==> config.mk <==
export PLATFORM = sky130hd
export DESIGN_NAME = inst_fetch_bridge
export DESIGN_NICKNAME = d
export VERILOG_FILES = /design/src/rtl/inst_fetch_bridge.sv
export SDC_FILE = /design/constraint.sdc
export NUM_CORES = 1
export LEC_CHECK = 0
export CORE_MARGIN = 1
export CORE_UTILIZATION = 44
export DETAILED_ROUTE_END_ITERATION = 8
export GPL_TIMING_DRIVEN = 0
export PLACE_DENSITY = 0.82
export SYNTH_ARGS = -nofsm -noshare
export SYNTH_HDL_FRONTEND = slang
export SYNTH_SLANG_ARGS = --single-unit
==> constraint.sdc <==
create_clock -name clk -period 2.8 [get_ports clk]
set_clock_uncertainty 0.15 [all_clocks]
set_input_delay 0.56 -clock clk [delete_from_list [all_inputs] [get_ports clk]]
set_output_delay 0.56 -clock clk [all_outputs]
set_load 0.05 [all_outputs]
==> src/rtl/inst_fetch_bridge.sv <==
// Instruction fetch bridge: a one-entry line buffer in front of a simple
// request/ack memory bus, with a bounded wait that returns a NOP on timeout.
module inst_fetch_bridge #(
  parameter int TIMEOUT = 255
) (
  input  logic        clk,
  input  logic        rst,
  input  logic        cpu_ce_i,
  input  logic [31:0] cpu_addr_i,
  output logic [31:0] cpu_inst_o,
  output logic        stall_req_o,
  input  logic        flush_i,
  output logic        bus_req_o,
  output logic [31:0] bus_addr_o,
  input  logic        bus_ack_i,
  input  logic [31:0] bus_rdata_i,
  output logic        err_o
);

  typedef enum logic {IDLE, BUSY} state_t;

  localparam logic [7:0] CNT_LAST = 8'(TIMEOUT - 1);

  state_t      state_q, state_d;
  logic        valid_q, valid_d;
  logic [29:0] tag_q, tag_d;
  logic [31:0] data_q, data_d;
  logic [7:0]  cnt_q, cnt_d;
  logic        bus_req_q, bus_req_d;
  logic [29:0] bus_addr_q, bus_addr_d;
  logic        err_q, err_d;
  logic        drop_q, drop_d;
  logic        hit;
  logic        unused_addr_lsb;

  // Byte offset within the word never affects which line is fetched.
  assign unused_addr_lsb = ^cpu_addr_i[1:0];

  assign hit         = valid_q && (tag_q == cpu_addr_i[31:2]);
  assign cpu_inst_o  = (cpu_ce_i && hit) ? data_q : 32'h0;
  assign stall_req_o = cpu_ce_i && !hit;
  assign bus_req_o   = bus_req_q;
  assign bus_addr_o  = {bus_addr_q, 2'b00};
  assign err_o       = err_q;

  always_comb begin
    state_d    = state_q;
    valid_d    = valid_q;
    tag_d      = tag_q;
    data_d     = data_q;
    cnt_d      = cnt_q;
    bus_req_d  = bus_req_q;
    bus_addr_d = bus_addr_q;
    err_d      = 1'b0;
    drop_d     = drop_q;

    if (flush_i) begin
      valid_d = 1'b0;
    end

    case (state_q)
      IDLE: begin
        if (cpu_ce_i && !hit && !flush_i) begin
          state_d    = BUSY;
          bus_req_d  = 1'b1;
          bus_addr_d = cpu_addr_i[31:2];
          cnt_d      = 8'd0;
          drop_d     = 1'b0;
        end
      end
      BUSY: begin
        // A flush while waiting lets the bus transfer finish but discards it.
        if (flush_i) begin
          drop_d = 1'b1;
        end
        if (bus_ack_i) begin
          state_d   = IDLE;
          bus_req_d = 1'b0;
          if (!drop_q && !flush_i) begin
            data_d  = bus_rdata_i;
            tag_d   = bus_addr_q;
            valid_d = 1'b1;
          end
        end else if (cnt_q == CNT_LAST) begin
          state_d   = IDLE;
          bus_req_d = 1'b0;
          err_d     = 1'b1;
          if (!drop_q && !flush_i) begin
            data_d  = 32'h0;
            tag_d   = bus_addr_q;
            valid_d = 1'b1;
          end
        end else begin
          cnt_d = cnt_q + 8'd1;
        end
      end
      default: state_d = IDLE;
    endcase
  end

  always_ff @(posedge clk or negedge rst) begin
    if (!rst) begin
      state_q    <= IDLE;
      valid_q    <= 1'b0;
      tag_q      <= '0;
      data_q     <= '0;
      cnt_q      <= '0;
      bus_req_q  <= 1'b0;
      bus_addr_q <= '0;
      err_q      <= 1'b0;
      drop_q     <= 1'b0;
    end else begin
      state_q    <= state_d;
      valid_q    <= valid_d;
      tag_q      <= tag_d;
      data_q     <= data_d;
      cnt_q      <= cnt_d;
      bus_req_q  <= bus_req_d;
      bus_addr_q <= bus_addr_d;
      err_q      <= err_d;
      drop_q     <= drop_d;
    end
  end

endmodule

==> impl_metrics.csv, run 1 <==
group,metric,value,unit
floorplanning,fp.dieW,108,µm
worst_setup_path,worstSetupEndpointType,"primary output",
yosys,post_synthesis_async_set_or_reset_flop_share,1.00,
global_routing,grt_start_max_net_pins,69,
yosys,synth_top_area_frac,0.536,
power_and_ir_drop,ir_drop,0.000513,V
floorplanning,die-area,11600,µm²
drt,via_count,3747,
yosys,synth_xor_area_frac,0.0465,
drt,drcViolationCount,0,
yosys,synth-simple-area-share,0.139,
cts,holdBufCountCts,0,
yosys,synth.mux.area_fraction,0.163,
timing,final_min_period_over_clock_period,1.14,
status,result_of_the_run,"finished with violations",
yosys,synth_enable_flop_cells,0,
floorplanning,start_util,0.452,
cts,cts_tree,"done",
timing,final-setup-viol-count,33,
global_routing,gr_ovfl_total,0,
yosys,netlist_area,4900,µm²
worst_setup_path,worstPathArrival,2.49,ns
power_and_ir_drop,pwr_density_cell,685,nW/µm²
yosys,postSynthAreaPerCell,11.4,µm²
place,routabilityCongestion,0.802,
drt,first_pass_iters,4,
floorplanning,rows,38,
timing,worstMarginPinSlew,0.552,ns
cts,ctsHtreeMaxLevel,3,
finish,area_delta_synth_final,47.3,%
worst_setup_path,critical_path.max_fanout,6,
finish,final_layout_size_suffix_gt1_frac,0.316,
yosys,combinational_family_with_the_most_area_after_synthesis,"multiplexers",
drt,vias_per_cell,5.13,
power_and_ir_drop,power.share.sequential,0.464,
yosys,dominant_cell_by_count_in_the_synthesized_netlist,"dfrtp_1",
worst_setup_path,worst_ep_required_time,2.09,ns
timing,max_freq,313,MHz
timing,drv_slew,0,
cts,cts_root_buffer,"clkbuf_8",
yosys,synth_fa_ha_area_frac,0.00511,
global_routing,gr-usage-all-layers,0.228,
place,placement.io_buffers,130,
global_routing,first_global_vias,3978,
finish,final_net_count,655,
timing,final.min_clock_period,3.20,ns
floorplanning,die_y,108,µm
status,violations,"hold timing, setup timing",
flow_run,max_cap_violations,0,
yosys,yosysSeqAreaShare,0.536,
floorplanning,pin_count,136,
worst_setup_path,critPathLaunchType,"input port",
timing,finalHoldViolCount,1,
cts,ctsLongestPathBuffers,2,
power_and_ir_drop,cellLeakagePower,3.32,nW
yosys,synth_compound_area_frac,0.0707,
yosys,ys_ff_latch,105,
yosys,synth.yosys.warnings,0,
yosys,post_synth_inst_count,430,
cts,clk_pin_slew_worst_paths,0.10,ns
cts,worst_skew_pair_latency,0.37,ns
worst_hold_path,worst_min_path_class,"in2async",
power_and_ir_drop,total_switching_power,1.69,mW
global_routing,grt_pass1_wl,20000,µm
drt,wire_per_inst,17.1,µm
cts,tritoncts_num_sinks,105,
timing,worst_slack,-0.399,ns
yosys,synth_ff_type,"dfrtp_1",
timing,max-slew-margin-rel,0.631,
drt,totalWireLength,12500,µm
yosys,synthTopCellsByCount,"dfrtp_1, nand2_1, o21ai_0, and3_1, mux2_2",
yosys,yosys.cell_types.count,39,
timing,timing.setup.tns,-11.64,ns
power_and_ir_drop,clock_share_of_power,0.210,
cts,cts_made_buffers,9,
place,place.detailed.hpwl,8810,µm
power_and_ir_drop,switching_share,0.343,
worst_setup_path,critical_path_class,"in2out",
power_and_ir_drop,internal_power,3.25,mW
floorplanning,fp.coreArea,10800,µm²
yosys,synthTopCellsByArea,"dfrtp_1, mux2_4, mux2_2",
timing,unrepaired_setup_endpoints_after_global_routing,"true",
drt,initialDrtViolationCount,137,
timing,hold_ws,-0.00703,ns
global_routing,number_of_antenna_violations_at_the_first_check_in_global_routing,2,
drt,postRouteAntennaNets,0,
yosys,netlist.top_cell.by_area,"dfrtp_1",
place,dp_worst_setup_slack,-1.48,ns
power_and_ir_drop,power.share.combinational,0.326,
registers in the layout, indices dropped and copies added (netlist names):
signal	count
cnt_q	8
data_q	32
bus_addr_q	30
valid_q	1
state_q	1
bus_req_o	1
err_o	1
drop_q	1
tag_q	30
power groups by stage:
stage               combinational (mW)  sequential, mW  clock (mW)
detailed placement                1.55            2.31           0
global route                      1.73            2.35        1.12
finish                            1.61            2.29        1.04
CTS                               1.59            2.29        1.06
floorplan                        0.717            2.58           0
global placement                  1.49            2.27           0
what timing repair did:
action,CTS,global route
endpoints found under the setup margin,62,94
buffers inserted,8,0
pin swaps,14,14
cloned,3,0
gates resized for setup,296,32
path summary, 6_finish.rpt:
path | from | to | slack [ns] | depth (start not counted)
setup / recovery | cpu_addr_i[15] | cpu_inst_o[20] | -0.40 | 9
hold / removal | rst | bus_addr_q[0]$_DFFE_PN0P_ | -0.007 | 1
setup reg to reg | cnt_q[0]$_DFFE_PN0P_ | data_q[16]$_DFFE_PN0P_ | 0.19 | 9
hold reg to reg | data_q[0]$_DFFE_PN0P_ | data_q[0]$_DFFE_PN0P_ | 0.34 | 2
max in group asynchronous | rst | data_q[19]$_DFFE_PN0P_ | 1.80 | 2
min in group clk | data_q[0]$_DFFE_PN0P_ | data_q[0]$_DFFE_PN0P_ | 0.34 | 2
area by class of cell:
| class | count | area (µm²) |
|---|---|---|
| Clock inverter | 6 | 90.1 |
| Sequential cell | 105 | 2630 |
| Antenna cell | 2 | 5.00 |
| Multi-Input combinational cell | 286 | 2320 |
| Fill cell | 811 | 3620 |
| Clock buffer | 10 | 128 |
| Timing Repair Buffer | 142 | 1610 |
| Tap cell | 140 | 175 |
| Inverter | 12 | 45.0 |
| Buffer | 28 | 219 |
worst max-delay path, stage by stage:
cell	delay, ns
dlygate4sd2_1	0.26
xor2_1	0.18
nor4_2	0.31
nand4_1	0.24
nor3_4	0.27
buf_6	0.19
clkbuf_16	0.15
and3_4	0.19
buf_8	0.14
kinds of logic (layout without fill, tap and decap cells):
group	count (synthesis)	in the layout
AO/OA/AOI/OAI	54	54
XOR/XNOR	26	26
AND/OR/NAND/NOR	140	140
flip-flops	105	105
buffers and inverters	40	198
other	1	4
adder cells (fa/ha/maj)	2	2
multiplexers	62	62
per-stage QoR:
stage / utilization / area, µm² / hold WS [ns] / instances / power (mW)
2_1_floorplan: - / 5080 / 0.114 / 431 / 3.30
3_3_place_gp: 0.605 / 6550 / 0.308 / 701 / 3.77
3_5_place_dp: 0.607 / 6580 / 0.316 / 702 / 3.86
4_1_cts: 0.658 / 7130 / 0.00441 / 729 / 4.94
5_1_grt: 0.666 / 7220 / 0.0176 / 731 / 5.20
6_report: 0.666 / 7220 / -0.00703 / 731 / 4.94
cell usage in the layout (no fill, tap or decap), types with 4 or more instances in the layout:
cell type,instances
xnor2_1,9
and3_4,31
clkdlybuf4s50_1,66
dfrtp_1,105
mux2_2,33
dlymetal6s2s_1,13
buf_8,34
clkbuf_8,9
mux2_4,27
inv_1,11
clkbuf_1,11
xor2_1,15
buf_6,8
nand2_1,78
clkbuf_2,4
buf_4,9
dlygate4sd2_1,14
o21ai_0,40
nand4_1,5
metal layers:
layer | up-vias | global-route usage | routed length [µm]
li1 | 1773 | - | -
met1 | 1838 | 0.278 | 5140
met2 | 125 | 0.393 | 6450
met3 | 11 | 0.0593 | 764
met4 | 0 | 0.0744 | 133
met5 | - | 0 | 0
(Power assumes the default switching activity.)
==> inputs of run 2 (changes only) <==
- CORE_UTILIZATION: 44 -> 43
- PLACE_DENSITY: 0.82 -> 0.81
==> run 2 against run 1 <==
Total power grew 6.2%. Sequential cell count stayed put. Maximum frequency grew 0.44%. Clock power up 35%. Count of clock-buffer cells in the layout down 1. The flow finishes with violations (setup timing). Hold slack better by 0.062 ns. Via count is 1.4% higher. First-iteration DRC count is 35% higher. Critical endpoint is now cpu_inst_o[25]. Final cell count decreased by 0.14%. Largest cell class unchanged. Wire length down 2.5%. Combinational power is 3% lower.
==> impl_metrics.csv, run 2 (synthesized netlist as in run 1, its figures left out) <==
group,metric,value,unit
finish,largest_register_ffs,32,
drt,initialDrtViolationCount,185,
finish,layout.cells.most_common,"dfrtp_1",
cts,ctsLongestPathBuffers,2,
drt,totalWireLength,12200,µm
worst_setup_path,worst_r2r_endpoint,"tag_q[26]$_DFFE_PN0P_",
place,routabilityCongestion,0.825,
floorplanning,fp.dieW,109,µm
global_routing,number_of_antenna_violations_at_the_first_check_in_global_routing,2,
worst_setup_path,critPathLaunchType,"input port",
power_and_ir_drop,ir_drop,0.000491,V
worst_setup_path,critical_path.max_fanout,5,
global_routing,met3_usage,0.0436,
global_routing,grt_pass1_wl,19600,µm
status,result_of_the_run,"finished with violations",
global_routing,gr_ovfl_total,0,
worst_hold_path,worst_min_path_class,"in2async",
drt,first_pass_iters,4,
finish,area_delta_synth_final,47.0,%
drt,postRouteAntennaNets,0,
global_routing,grt.busiest_layer,"met2",
worst_setup_path,rr_startpoint,"cnt_q[0]$_DFFE_PN0P_",
cts,holdBufCountCts,0,
drt,vias_per_cell,5.21,
drt,drcViolationCount,0,
floorplanning,start_util,0.446,
global_routing,gr-usage-all-layers,0.215,
global_routing,globalRouteMet1Util,0.270,
worst_setup_path,worstSetupEndpointType,"primary output",
floorplanning,pin_count,136,
timing,final-setup-viol-count,33,
place,place.detailed.hpwl,8570,µm
timing,final_min_period_over_clock_period,1.14,
drt,via_count,3801,
finish,most_frequent_cells_in_the_layout,"dfrtp_1, nand2_1, clkdlybuf4s50_1",
worst_setup_path,r2r_setup_slack,0.18,ns
timing,finalHoldViolCount,0,
timing,worstMarginPinSlew,0.561,ns
timing,unrepaired_setup_endpoints_after_global_routing,"true",
worst_setup_path,reg2regPathDepth,8,
global_routing,grt_start_max_net_pins,65,
global_routing,first_global_vias,4037,
global_routing,use_met2,0.371,
cts,cts_tree,"done",
finish,final_net_count,656,
status,violations,"setup timing",
place,placement.io_buffers,130,
place,dpl.cell_count,702,
timing,drv_slew,0,
finish,largest_registers,"data_q x32, bus_addr_q x30, tag_q x30",
timing,worst_slack,-0.385,ns
cts,cts_made_buffers,9,
drt,wire_per_inst,16.7,µm
timing,max_freq,314,MHz
cts,ctsHtreeMaxLevel,3,
worst_setup_path,worst_ep_required_time,2.09,ns
floorplanning,die_y,109,µm
power_and_ir_drop,pwr_density_cell,729,nW/µm²
power_and_ir_drop,cellLeakagePower,3.26,nW
worst_setup_path,worstPathArrival,2.47,ns
timing,final.min_clock_period,3.18,ns
finish,total_non_filler_cell_area_in_the_finished_layout,7200,µm²
floorplanning,die-area,11800,µm²
place,area_after_detailed_placement,6580,µm²
finish,multi_input_comb_area,2270,µm²
cts,worst_skew_pair_latency,0.34,ns
finish,filler_cell_count,836,
worst_setup_path,critical_path_class,"in2out",
timing,max-slew-margin-rel,0.625,
floorplanning,fp.coreArea,11000,µm²
finish,regArea,2630,µm²
finish,final_layout_size_suffix_gt1_frac,0.316,
flow_run,max_cap_violations,0,
cts,cts_root_buffer,"clkbuf_16",
finish,post_route_insts_no_fill,730,
floorplanning,rows,38,
finish,max_flop_register,"data_q",
cts,clk_pin_slew_worst_paths,0.07,ns
cts,tritoncts_num_sinks,105,
[run 2: changes by cell type in the layout (fill, tap and decap cells not counted), sizes merged]
cell,previous run,this run
dlygate4sd2,14,21
clkdlybuf4s15,3,4
clkinvlp,1,0
dlymetal6s2s,13,1
bufinv,2,3
clkbuf,28,31
clkdlybuf4s50,66,67
inv,14,13
[run 2: stage by stage]
stage                     power, mW  setup slack, ns  TNS [ns]  hold WS (ns)   util
after floorplan                3.30           0.0299         0         0.114      -
after global placement         3.77            -2.77   -353.30         0.310  0.597
after detailed placement       3.84            -1.50    -66.46         0.321  0.599
after CTS                      5.27           -0.447    -14.04        0.0769  0.653
after global routing           5.51           -0.486    -15.14         0.104  0.656
final                          5.25           -0.385    -11.69        0.0552  0.656
[run 2: routing by layer]
layer	vias to the layer above	share of wire
met5	-	0
met4	0	0.015
met3	18	0.055
met2	118	0.50
met1	1877	0.43
li1	1788	-
[run 2: power by group]
part	total, mW	internal, mW	switching (mW)
Clock	1.40	0.866	0.536
Combinational	1.56	0.749	0.810
Sequential	2.29	1.97	0.317
Total	5.25	3.59	1.66
[run 2: critical path, stage by stage]
cell and delay, ns:
dlygate4sd2_1 0.27, inv_1 0.06, o21ai_0 0.08, or4_4 0.57, nor3_4 0.26, buf_6 0.18
clkbuf_16 0.15, and3_4 0.20, buf_8 0.14
[run 2: cell type report]
| type | count | area share |
|---|---|---|
| Tap cell | 140 | 0.0243 |
| Inverter | 12 | 0.00625 |
| Clock inverter | 5 | 0.0144 |
| Timing Repair Buffer | 143 | 0.213 |
| Buffer | 28 | 0.0304 |
| Clock buffer | 9 | 0.0313 |
| Multi-Input combinational cell | 286 | 0.315 |
| Antenna cell | 2 | 0.000695 |
| Sequential cell | 105 | 0.365 |
[run 2: worst max path at each step]
stage	from	slack (ns)	end	cells past startpoint
floorplan	cpu_addr_i[19]	0.03	cpu_inst_o[10]	6
finish	cpu_addr_i[8]	-0.38	cpu_inst_o[25]	9
detailed placement	cpu_addr_i[19]	-1.50	cpu_inst_o[21]	8
global route	tag_q[21]$_DFFE_PN0P_	-0.49	cpu_inst_o[25]	8
global placement	rst	-2.77	data_q[16]$_DFFE_PN0P_	1
CTS	tag_q[19]$_DFFE_PN0P_	-0.45	cpu_inst_o[26]	8
[run 2: repair_timing]
action,in CTS,in global routing
pin swaps,17,8
resized for setup,302,19
hold endpoints to repair,0,0
gates cloned,4,0
endpoints found under the setup margin,63,67
buffers inserted,7,2
==> inputs of run 3 (changes only) <==
- CORE_UTILIZATION: 43 -> 40
- PLACE_DENSITY: 0.81 -> 0.76
==> run 3 against run 2 <==
Sequential power about the same. Combinational power increased by 5%. First-iteration DRC count decreased by 2.7%. Register-to-register slack got worse by 0.12 ns. Wire length increased by 3.1%. The flow still finishes with violations (setup timing). Total power increased by 0.46%. Final area increased by 2.3%. Critical endpoint is now cpu_inst_o[24]. Count of clock-buffer cells in the layout increased by 3.
==> impl_metrics.csv, run 3 (synthesized netlist as in run 1, its figures left out) <==
group,metric,value,unit
drt,via_count,3787,
timing,drv_slew,0,
drt,met3WireLength,523,µm
flow_run,max_cap_violations,0,
global_routing,gr-usage-all-layers,0.207,
timing,finalHoldViolCount,0,
timing,max-slew-margin-rel,0.537,
finish,finish.utilization,0.616,
timing,hold_ws,0.114,ns
worst_setup_path,path_cells,"dlygate4sd2_1, xnor2_1, nand2_1, or4_4, nor3_4, buf_6, clkbuf_16, and3_4, buf_8",
cts,clk_pin_slew_worst_paths,0.07,ns
worst_setup_path,critical_path.max_fanout,5,
drt,totalWireLength,12500,µm
power_and_ir_drop,pwr_density_cell,716,nW/µm²
status,violations,"setup timing",
finish,filler_cell_count,947,
timing,unrepaired_setup_endpoints_after_global_routing,"true",
global_routing,grt_start_max_net_pins,54,
drt,routed-wl-met2,6310,µm
finish,area_delta_synth_final,50.3,%
timing,final.min_clock_period,3.18,ns
drt,postRouteAntennaNets,0,
finish,post_route_insts_no_fill,745,
worst_setup_path,critPathLaunchType,"input port",
floorplanning,start_util,0.410,
power_and_ir_drop,ir_drop,0.000418,V
floorplanning,fp.coreArea,12000,µm²
worst_setup_path,critical_path_class,"in2out",
drt,vias_per_cell,5.08,
global_routing,grt_pass1_wl,20500,µm
cts,cts_made_buffers,9,
floorplanning,die_y,113,µm
floorplanning,die-area,12700,µm²
finish,largest_registers,"data_q x32, bus_addr_q x30, tag_q x30",
timing,worstMarginPinSlew,0.695,ns
finish,final_layout_size_suffix_gt1_frac,0.336,
finish,num_antenna_cells,0,
floorplanning,rows,40,
worst_hold_path,worst_min_path_class,"in2async",
drt,drcViolationCount,0,
global_routing,number_of_antenna_violations_at_the_first_check_in_global_routing,0,
drt,detail_route.wirelength.met1,5560,µm
place,dp_worst_setup_slack,-1.56,ns
finish,max_flop_register,"data_q",
global_routing,first_global_vias,4024,
timing,final-setup-viol-count,33,
worst_setup_path,worstPathArrival,2.47,ns
drt,initialDrtViolationCount,180,
finish,final_net_count,665,
floorplanning,pin_count,136,
floorplanning,fp.dieW,113,µm
drt,dr.max_layer_used,"met4",
cts,ctsHtreeMaxLevel,3,
timing,max_freq,315,MHz
cts,holdBufCountCts,0,
worst_setup_path,worst_ep_required_time,2.09,ns
finish,largest_register_ffs,32,
cts,cts_tree,"done",
worst_setup_path,worstSetupEndpointType,"primary output",
place,placement.io_buffers,130,
cts,cts_root_buffer,"clkbuf_16",
cts,ctsLongestPathBuffers,2,
worst_setup_path,r2r_setup_slack,0.06,ns
finish,layout.cells.most_common,"dfrtp_1",
timing,timing.setup.tns,-11.69,ns
power_and_ir_drop,cellLeakagePower,3.34,nW
status,result_of_the_run,"finished with violations",
place,place.detailed.hpwl,8600,µm
place,dpl.cell_count,709,
cts,tritoncts_num_sinks,105,
drt,first_pass_iters,5,
timing,final_min_period_over_clock_period,1.14,
global_routing,gr_ovfl_total,0,
worst_setup_path,critical_path.slowest_cell,"or4_4",
place,routabilityCongestion,0.791,
finish,most_frequent_cells_in_the_layout,"dfrtp_1, nand2_1, clkdlybuf4s50_1",
timing,worst_slack,-0.379,ns
worst_setup_path,reg2regPathDepth,11,
drt,wire_per_inst,16.8,µm
cts,worst_skew_pair_latency,0.34,ns
worst_setup_path,cp_slowest_stage_delay,0.54,ns
## run 3: cell count changes in the layout (fill, tap and decap cells not counted), moves of 3 or more
cell / before / now
buf_4: 10 / 17
dlygate4sd2_1: 21 / 8
buf_12: 0 / 3
clkdlybuf4s15_1: 2 / 10
## run 3: stage by stage
stage          power (mW)  area (µm²)
5_1_grt              5.55        7370
3_3_place_gp         3.78        6560
6_report             5.27        7370
3_5_place_dp         3.86        6590
4_1_cts              5.27        7340
2_1_floorplan        3.30        5080
## run 3: repair_timing
action                                  in CTS  in global routing
buffers inserted                            13                  4
cloned                                       6                  0
gates resized for setup                    315                 35
endpoints found under the setup margin      67                 94
pin swaps                                   19                 22
## run 3: critical path, delay by kind of cell
kind                      cells  cell delay (ns)
xor gates and xnor gates      1             0.15
and+or+nand+nor               4             1.01
buffers and inverters         4             0.74
## run 3: path summary, 6_finish.rpt
check / to / from
max in group asynchronous: cnt_q[4]$_DFFE_PN0P_ / rst
worst min-delay path: data_q[13]$_DFFE_PN0P_ / rst
worst max-delay path: cpu_inst_o[24] / cpu_addr_i[23]
worst min register to register: data_q[31]$_DFFE_PN0P_ / data_q[31]$_DFFE_PN0P_
min in group clk: data_q[31]$_DFFE_PN0P_ / data_q[31]$_DFFE_PN0P_
worst max register to register: bus_addr_q[28]$_DFFE_PN0P_ / tag_q[17]$_DFFE_PN0P_
## run 3: area by class of cell
cell class | instances | area (µm²) | share of cell area
flip-flops and latches | 105 | 2630 | 0.357
clock inverters | 3 | 65.1 | 0.00883
clock buffers | 12 | 246 | 0.0335
inverters | 12 | 45.0 | 0.00611
repair buffers | 152 | 1650 | 0.225
multi-input cells | 286 | 2310 | 0.313
plain buffers | 28 | 236 | 0.0321
well taps | 147 | 184 | 0.0250
## run 3: metal layers
layer | GRT usage | vias up
li1 | - | 1797
met1 | 0.270 | 1861
met2 | 0.356 | 114
met3 | 0.0321 | 15
met4 | 0.0649 | 0
met5 | 0 | -
## run 3: report_power, final
group | total [mW] | leakage (nW) | internal (mW) | switching (mW)
Clock | 1.32 | 0.153 | 0.802 | 0.519
Combinational | 1.64 | 1.88 | 0.816 | 0.828
Sequential | 2.31 | 1.31 | 1.97 | 0.334
Total | 5.27 | 3.34 | 3.59 | 1.68
